**config.mk**
```make
export PLATFORM = sky130hd
export DESIGN_NAME = game_controller
export DESIGN_NICKNAME = d
export VERILOG_FILES = /design/src/rtl/whack_pkg.sv /design/src/rtl/mole_lfsr.sv /design/src/rtl/game_controller.sv
export SDC_FILE = /design/constraint.sdc
export NUM_CORES = 1
export LEC_CHECK = 0
export CORE_MARGIN = 1.5
export CORE_UTILIZATION = 30
export DETAILED_ROUTE_END_ITERATION = 8
export PLACE_DENSITY = 0.44
export SYNTH_ARGS = -nofsm -noshare
export SYNTH_HDL_FRONTEND = slang
export SYNTH_SLANG_ARGS = --single-unit
```
**constraint.sdc**
```tcl
create_clock -name clk -period 3 [get_ports clk]
set_input_delay 0.45 -clock clk [delete_from_list [all_inputs] [get_ports clk]]
set_output_delay 0.45 -clock clk [all_outputs]
set_load 0.01 [all_outputs]
```
**src/rtl/whack_pkg.sv**
```systemverilog
`default_nettype none
// +----------------------------------------------------------------------------+
// | whack_pkg : shared game-state encoding and LFSR constants                  |
// | Rev 1.0   : initial release                                                |
// +----------------------------------------------------------------------------+
package whack_pkg;

  typedef enum logic [1:0] {
    IDLE  = 2'd0,
    LOAD  = 2'd1,
    START = 2'd2,
    OVER  = 2'd3
  } game_state_t;

  localparam logic [15:0] LFSR_SEED = 16'hACE1;
  // Taps x^16+x^14+x^13+x^11+1 -> bits 15,13,12,10
  localparam logic [15:0] LFSR_TAPS = 16'hB400;

endpackage
`default_nettype wire

```
**src/rtl/mole_lfsr.sv**
```systemverilog
`default_nettype none
// +----------------------------------------------------------------------------+
// | mole_lfsr : free-running 16-bit Fibonacci LFSR used to pick mole holes     |
// | Rev 1.0   : initial release                                                |
// +----------------------------------------------------------------------------+
module mole_lfsr
  import whack_pkg::*;
(
  input  logic        clk,
  input  logic        rst_n,
  output logic [15:0] out
);

  logic [15:0] r_lfsr;

  // Nonzero seed keeps the register off the all-zero lockup state
  always_ff @(posedge clk) begin
    if (!rst_n) begin
      r_lfsr <= LFSR_SEED;
    end else begin
      r_lfsr <= {r_lfsr[14:0], ^(r_lfsr & LFSR_TAPS)};
    end
  end

  assign out = r_lfsr;

endmodule
`default_nettype wire

```
**src/rtl/game_controller.sv**
```systemverilog
`default_nettype none
// +----------------------------------------------------------------------------+
// | game_controller : whack-a-mole sequencer (game FSM, mole timing, hits)     |
// | Rev 1.0         : initial release                                          |
// +----------------------------------------------------------------------------+
module game_controller
  import whack_pkg::*;
#(
  parameter int N_HOLES        = 4,
  parameter int TICK_DIV       = 50000000,
  parameter int GAME_TICKS     = 30,
  parameter int MOLE_UP_TICKS  = 2,
  parameter int MOLE_GAP_TICKS = 1
) (
  input  logic               clk,
  input  logic               rst_n,
  input  logic               start_btn,
  input  logic [N_HOLES-1:0] hit_btn,
  output logic [1:0]         global_state,
  output logic [N_HOLES-1:0] mole_mask,
  output logic               score_clear,
  output logic               score_trigger,
  output logic [7:0]         time_left
);

  localparam int IDX_W   = $clog2(N_HOLES);
  localparam int DIV_W   = $clog2(TICK_DIV);
  localparam int TMR_MAX = (MOLE_UP_TICKS > MOLE_GAP_TICKS) ? MOLE_UP_TICKS : MOLE_GAP_TICKS;
  localparam int TMR_W   = $clog2(TMR_MAX + 1);

  localparam logic [DIV_W-1:0]   c_DIV_LAST  = DIV_W'(TICK_DIV - 1);
  localparam logic [DIV_W-1:0]   c_DIV_ONE   = DIV_W'(1);
  localparam logic [TMR_W-1:0]   c_UP_TICKS  = TMR_W'(MOLE_UP_TICKS);
  localparam logic [TMR_W-1:0]   c_GAP_TICKS = TMR_W'(MOLE_GAP_TICKS);
  localparam logic [TMR_W-1:0]   c_TMR_ONE   = TMR_W'(1);
  localparam logic [7:0]         c_GAME      = 8'(GAME_TICKS);
  localparam logic [N_HOLES-1:0] c_HOLE_ONE  = N_HOLES'(1);
  localparam logic [IDX_W-1:0]   c_IDX_ONE   = IDX_W'(1);

  game_state_t        r_state;
  logic [N_HOLES-1:0] r_mask;
  logic               r_score_clear;
  logic               r_score_trig;
  logic [7:0]         r_time;
  logic [DIV_W-1:0]   r_div;
  logic [TMR_W-1:0]   r_timer;
  logic [IDX_W-1:0]   r_prev_idx;

  logic [15:0]        w_lfsr;
  logic [IDX_W-1:0]   w_raw_idx;
  logic [IDX_W-1:0]   w_pick;
  logic [N_HOLES-1:0] w_pick_mask;
  logic               w_tick;
  logic               w_hit;
  logic               w_unused_lfsr;

  mole_lfsr u_lfsr (
    .clk   (clk),
    .rst_n (rst_n),
    .out   (w_lfsr)
  );

  // Bump to the neighbouring hole so the same hole never shows twice in a row
  assign w_raw_idx     = w_lfsr[IDX_W-1:0];
  assign w_pick        = (w_raw_idx == r_prev_idx) ? w_raw_idx + c_IDX_ONE : w_raw_idx;
  assign w_pick_mask   = c_HOLE_ONE << w_pick;
  assign w_unused_lfsr = ^w_lfsr[15:IDX_W];

  assign w_tick = (r_div == c_DIV_LAST);
  assign w_hit  = |(hit_btn & r_mask);

  always_ff @(posedge clk) begin
    if (!rst_n) begin
      r_state       <= IDLE;
      r_mask        <= '0;
      r_score_clear <= 1'b0;
      r_score_trig  <= 1'b0;
      r_time        <= '0;
      r_div         <= '0;
      r_timer       <= '0;
      r_prev_idx    <= '0;
    end else begin
      r_score_clear <= 1'b0;
      r_score_trig  <= 1'b0;
      case (r_state)
        IDLE: begin
          if (start_btn) begin
            r_state       <= LOAD;
            r_score_clear <= 1'b1;
          end
        end
        LOAD: begin
          r_state    <= START;
          r_time     <= c_GAME;
          r_div      <= '0;
          r_mask     <= w_pick_mask;
          r_prev_idx <= w_pick;
          r_timer    <= c_UP_TICKS;
        end
        START: begin
          r_div <= w_tick ? '0 : r_div + c_DIV_ONE;
          if (w_tick && (r_time != '0)) begin
            r_time <= r_time - 8'd1;
          end
          // Final tick ends the game; a hit landing on it still scores
          if (w_tick && (r_time == 8'd1)) begin
            r_state      <= OVER;
            r_mask       <= '0;
            r_score_trig <= w_hit;
          end else if (w_hit) begin
            r_score_trig <= 1'b1;
            r_mask       <= '0;
            r_timer      <= c_GAP_TICKS;
          end else if (w_tick) begin
            if (r_timer <= c_TMR_ONE) begin
              if (|r_mask) begin
                r_mask  <= '0;
                r_timer <= c_GAP_TICKS;
              end else begin
                r_mask     <= w_pick_mask;
                r_prev_idx <= w_pick;
                r_timer    <= c_UP_TICKS;
              end
            end else begin
              r_timer <= r_timer - c_TMR_ONE;
            end
          end
        end
        OVER: begin
          r_mask <= '0;
          if (start_btn) begin
            r_state       <= LOAD;
            r_score_clear <= 1'b1;
          end
        end
        default: r_state <= IDLE;
      endcase
    end
  end

  assign global_state  = r_state;
  assign mole_mask     = r_mask;
  assign score_clear   = r_score_clear;
  assign score_trigger = r_score_trig;
  assign time_left     = r_time;

endmodule
`default_nettype wire

```
Yosys cells after proc, flatten, opt, wreduce, memory -nomap -nowiden
Cells that the tools add are included. Widths: inputs -> output; s select.

Reductions and logical operators: 17. Multiply operators: 0. $add $sub $neg: 4. $lt $le $gt $ge: 1. Divide/modulo/power cells: 0. Shifts and indexed selects: 1. Equality and inequality tests: 17. Bitwise logic cells: 1. Muxes and demuxes: 29.

Operators with widths (number): $pmux 26 s2 (1); $add 26x1->26 const B (1); $eq 26x26->1 const B (1); $mux 2 (13); $mux 26 (1); $mux 4 (5); $pmux 8 s2 (1); $reduce_xor 16->1 (1); $ne 2x2->1 const B (7); $pmux 4 s3 (1); $eq 8x1->1 const B (1); $mux 8 (1); $ne 4x4->1 const B (2); $pmux 2 s2 (2); $reduce_and 2->1 (4); $reduce_bool 8->1 (1); $reduce_or 4->1 (2); $sub 8x1->8 const B (1); $pmux 2 s3 (1); $reduce_and 3->1 (2); $reduce_and 6->1 (1); $and 4x4->4 (1); $eq 2x2->1 const B (2); $shl 1x2->4 const A (1); 13 further kinds (16).

Bits in read-only memories: 0. Latch bits: 0. Bits in registers: 62. Output and inout port bits: 16. Memories: 0. Memory bits (writable): 0. Input port bits: 7.

Logic depth before layout (Yosys ltp)
Depth in word-level cells: 9. Gate-level depth with buffers: 8. Depth with buffers taken out: 8.

Hierarchy
From an unflattened synthesis, not the netlist that was laid out.

Cells, all modules: 321. Area, all modules: 2930.3 um^2.

By module, submodules not included: game_controller (cells each 285, times used 1, area an instance 2478.6 um^2); mole_lfsr (cells each 36, times used 1, area an instance 451.7 um^2).

Worst setup path after synthesis
OpenSTA, ideal clock, no wires.

Path type: register -> register. Start: register r_state[0], in the netlist global_state[0]. End: register r_div[25]. Setup slack: 810 ps. Arrival: 2062 ps. Setup time: 128 ps. Cell stages (with the launch flop): 9. Cell sequence: dfxtp_1 -> inv_1 -> ha_1 -> nand4_1 -> nor3_1 -> and4_1 -> nand4_1 -> xor2_1 -> nor2_1.

Cells in the longest elaborated chain, start to end: 2. Elaborated cells between the ends (all ways): 4. Those cells by class: 2 x eq/ne; 1 x mux; 1 x reduce/logical.

Ends and longest elaborated chain: from (decl) (RTL line game_controller.sv:40) `game_state_t r_state;`; from (signal assigned) (RTL line game_controller.sv:74) `r_state <= IDLE;`; from (signal assigned) (RTL line game_controller.sv:88) `r_state <= LOAD;`; from (signal assigned) (RTL line game_controller.sv:93) `r_state <= START;`; $eq 2x2->1 or $eq 2x1->1 (tied branches) (RTL line game_controller.sv:85) `case (r_state)`; $pmux 26 s2 or $reduce_bool 2->1 (tied branches); to (signal assigned) (RTL line game_controller.sv:101) `r_div <= w_tick ? '0 : r_div + c_DIV_ONE;`; to (decl) (RTL line game_controller.sv:45) `logic [DIV_W-1:0] r_div;`.

Several ways; a longest one is shown, not always the timed one. A chain may end at the register's enable or synchronous reset.

Worst setup path after layout
Start: register r_div[0]. End: register r_mask[0], in the netlist mole_mask[0].

Cells in the longest elaborated chain, start to end: 4. Elaborated cells between the ends (all ways): 7. Those cells by class: 3 x eq/ne; 2 x mux; 2 x reduce/logical.

Ends and longest elaborated chain: $eq 26x26->1 * (RTL line game_controller.sv:69) `assign w_tick = (r_div == c_DIV_LAST);`; $logic_and 1x1->1 (RTL line game_controller.sv:106) `if (w_tick && (r_time == 8'd1)) begin`; $ne 4x4->1 (no source line) or $mux 4 (tied branches); $reduce_and 3->1 (no source line) or $pmux 4 s3 (tied branches); to (signal assigned) (RTL line game_controller.sv:96) `r_mask <= w_pick_mask;`; to (signal assigned) (RTL line game_controller.sv:120) `r_mask <= w_pick_mask;`; to (decl) (RTL line game_controller.sv:41) `logic [N_HOLES-1:0] r_mask;`.

Mark *: on every way between the ends. The rest lies on a longest branch, timed or not.

==> impl_metrics.tcl <==
set metrics [dict create \
    drt_iter0_markers 75 \
    synthDistinctLibCells 46 \
    finalWirelength_um 5910 \
    tritoncts "yes" \
    cts_resized 0 \
    drc 3 \
    synth_seq_cells 62 \
    nets 354 \
    worstPathRequired_ns 3.25 \
    clk_latency_ns 0.34 \
    vias_per_cell 4.80 \
    ctsLongestPathBuffers 2 \
    synthArstFlopShare_pct 0 \
    crit_path_start_kind "flop" \
    area_growth_pct 21.5 \
    synthFlopType "dfxtp_1" \
    synth.top_cell.area_share_pct 45.2 \
    path_class "flop to flop" \
    antenna_cells 0 \
    grt_pass1_vias 2114 \
    cap_violations 0 \
    io_buffers 22 \
    fin_crit_sh_pct 79.5 \
    grt_pass1_wl_um 10200 \
    netlist_top_cells_count "dfxtp_1 (62), nor2_1 (41), nand2_1 (32)" \
    internal_power_mw 1.76 \
    grt_antenna_before_repair 0 \
    path_cells "ha_1 > and2_1 > nand4_1 > nor4_4 > buf_4 > o211ai_1 > a311o_1 > o32ai_1" \
    relSlewSlack_pct 66.7 \
    dpl_worst_slack_ns 0.660 \
    syn-cell-area_um2 2750 \
    wl_per_cell_um 13.1 \
    slew_viol_final 0 \
    overflow 0 \
    cts_inserted_buffers 9 \
    synth.largest_area_cell "dfxtp_1" \
    cp-end-kind "flop" \
    path_buf_inv 1 \
    setup_viol 0 \
    row_count 34 \
    clock_sinks 62 \
    p_per_area_nw_per_um2 805 \
    dr.pass1.iters 7 \
    rsz0062_at_grt "false" \
    worstHoldPathType "flop to flop" \
    clockRootBuffer "clkbuf_8" \
    groute.usage.overall_pct 13.2 \
    p_leak_nw 1.25 \
    dp_hpwl_um 4050 \
    ios 23 \
    ant_nets 0 \
    ir_drop_uv 399 \
    core_um2 8810 \
    post_cts_buffers 0 \
    grt_max_degree 28 \
    die_w_um 98.7 \
    crit_path_top_delay_cell "a311o_1" \
    synth_edf_count 0 \
    via_count 2167 \
    netlist_top_cells_area "dfxtp_1 (45%), xor2_1 (6.4%), nor2_1 (5.6%)" \
    postCtsHoldBufs 0 \
    synth_nets 325 \
    routabilityCongestion 0.751 \
    hold_viol 0 \
    critPathMaxFanout 9 \
    start_util_pct 31.2 \
    chipHeight_um 98.7 \
    power_switching_uw 924 \
    final.setup_skew_ns 0.00902 \
    die_area_um2 9740 \
    syn_avg_cell_area_um2 8.89 \
    power_frac_seq_pct 37.7 \
    period_needed_ns 2.39 \
    fin_ws_ns 0.615 \
    htree_levels 3 \
    critPathTopFamily "compound AO/OA/AOI/OAI gates" \
    fmax_mhz 419 \
    yosysSeqAreaShare_pct 45.2 \
    max_stage_delay_ns 0.39 \
    status "complete, but fails checks" \
    violations "design-rule violations" \
    synthMostInstantiatedCell "dfxtp_1" \
    tightest_slew_ns 0.495 \
    p_sw_share_pct 34.4 \
    power_frac_clock_pct 31.6 \
    tns_ns 0 \
    clkTransAtPathRegs_ns 0.08 \
    ys_warn_count 0 \
    arrival_ns 2.64 \
    netlist_instances 309 \
    p_comb_share_pct 30.6 \
    drive_gt1_share_pct 9.62 \
]
## through the flow
stage / instance area (um2) / hold WS [ns] / power [mW] / utilization, % / std cells
finish: 3340 / 0.417 / 2.68 / 37.9 / 451
global route: 3340 / 0.431 / 2.87 / 37.9 / 451
CTS: 3340 / 0.426 / 2.73 / 37.9 / 451
detailed placement: 3110 / 0.400 / 1.86 / 35.3 / 435
global placement: 3110 / 0.390 / 1.86 / 35.3 / 435
floorplan: 2750 / 0.386 / 1.55 / - / 309
## state kept, by name, indices dropped and copies added (netlist names)
register,count
r_timer,2
score_clear,1
global_state,2
r_div,26
time_left,8
score_trigger,1
mole_mask,4
u_lfsr.out,16
r_prev_idx,2
## worst paths after layout
kind | startpoint | to | slack (ns) | depth (start not counted)
max | r_div[0] | mole_mask[0] | 0.61 | 8
min | u_lfsr.out[9] | u_lfsr.out[10] | 0.42 | 1
max reg2reg | r_div[0] | mole_mask[0] | 0.61 | 8
min reg2reg | u_lfsr.out[9] | u_lfsr.out[10] | 0.42 | 1
## logic make-up after synthesis
family	synth area share [%]
compound gates	9.57
xor+xnor	9.89
fa+ha+maj	4.10
buf+inv	3.42
flops	45.2
mux	1.50
simple gates	26.3
## layout by cell type (no fill, tap or decap), types with 5 or more instances in the layout
cell type / count
and3_1: 6
nand2b_1: 7
xor2_1: 20
ha_1: 9
dfxtp_1: 62
nor2_1: 41
nand4_1: 13
xnor2_1: 11
nor3_1: 5
and2_1: 9
inv_1: 15
buf_4: 6
nand3_1: 9
a21oi_1: 11
nand2_1: 32
clkbuf_8: 9
clkdlybuf4s50_1: 22
## power by group through the flow
stage          clock network [mW]  registers [mW]  logic [mW]
6_report                    0.850            1.01       0.823
5_1_grt                     0.914            1.03       0.928
3_3_place_gp                    0            1.03       0.828
4_1_cts                     0.880            1.01       0.835
2_1_floorplan                   0            1.03       0.518
3_5_place_dp                    0            1.03       0.830
## final cells by class
class	count	area (um2)
fillers	883	5470
multi-input cells	222	1410
flip-flops and latches	62	1240
repair buffers	28	265
well taps	108	135
clock buffers	9	124
clock inverters	7	103
inverters	15	56.3
## per-layer routing
metal  track usage (%)  vias to the layer above  part of all wire [%]  routed length (um)
met5                 0                        -                     0                   0
met4              6.59                        0                   1.4                  83
met3              3.83                        5                   2.8                 165
met2              20.3                       27                    45                2660
met1              17.0                     1018                    51                3000
li1                  -                     1117                     -                   -
No activity file was read; power rests on OpenSTA's default activity.
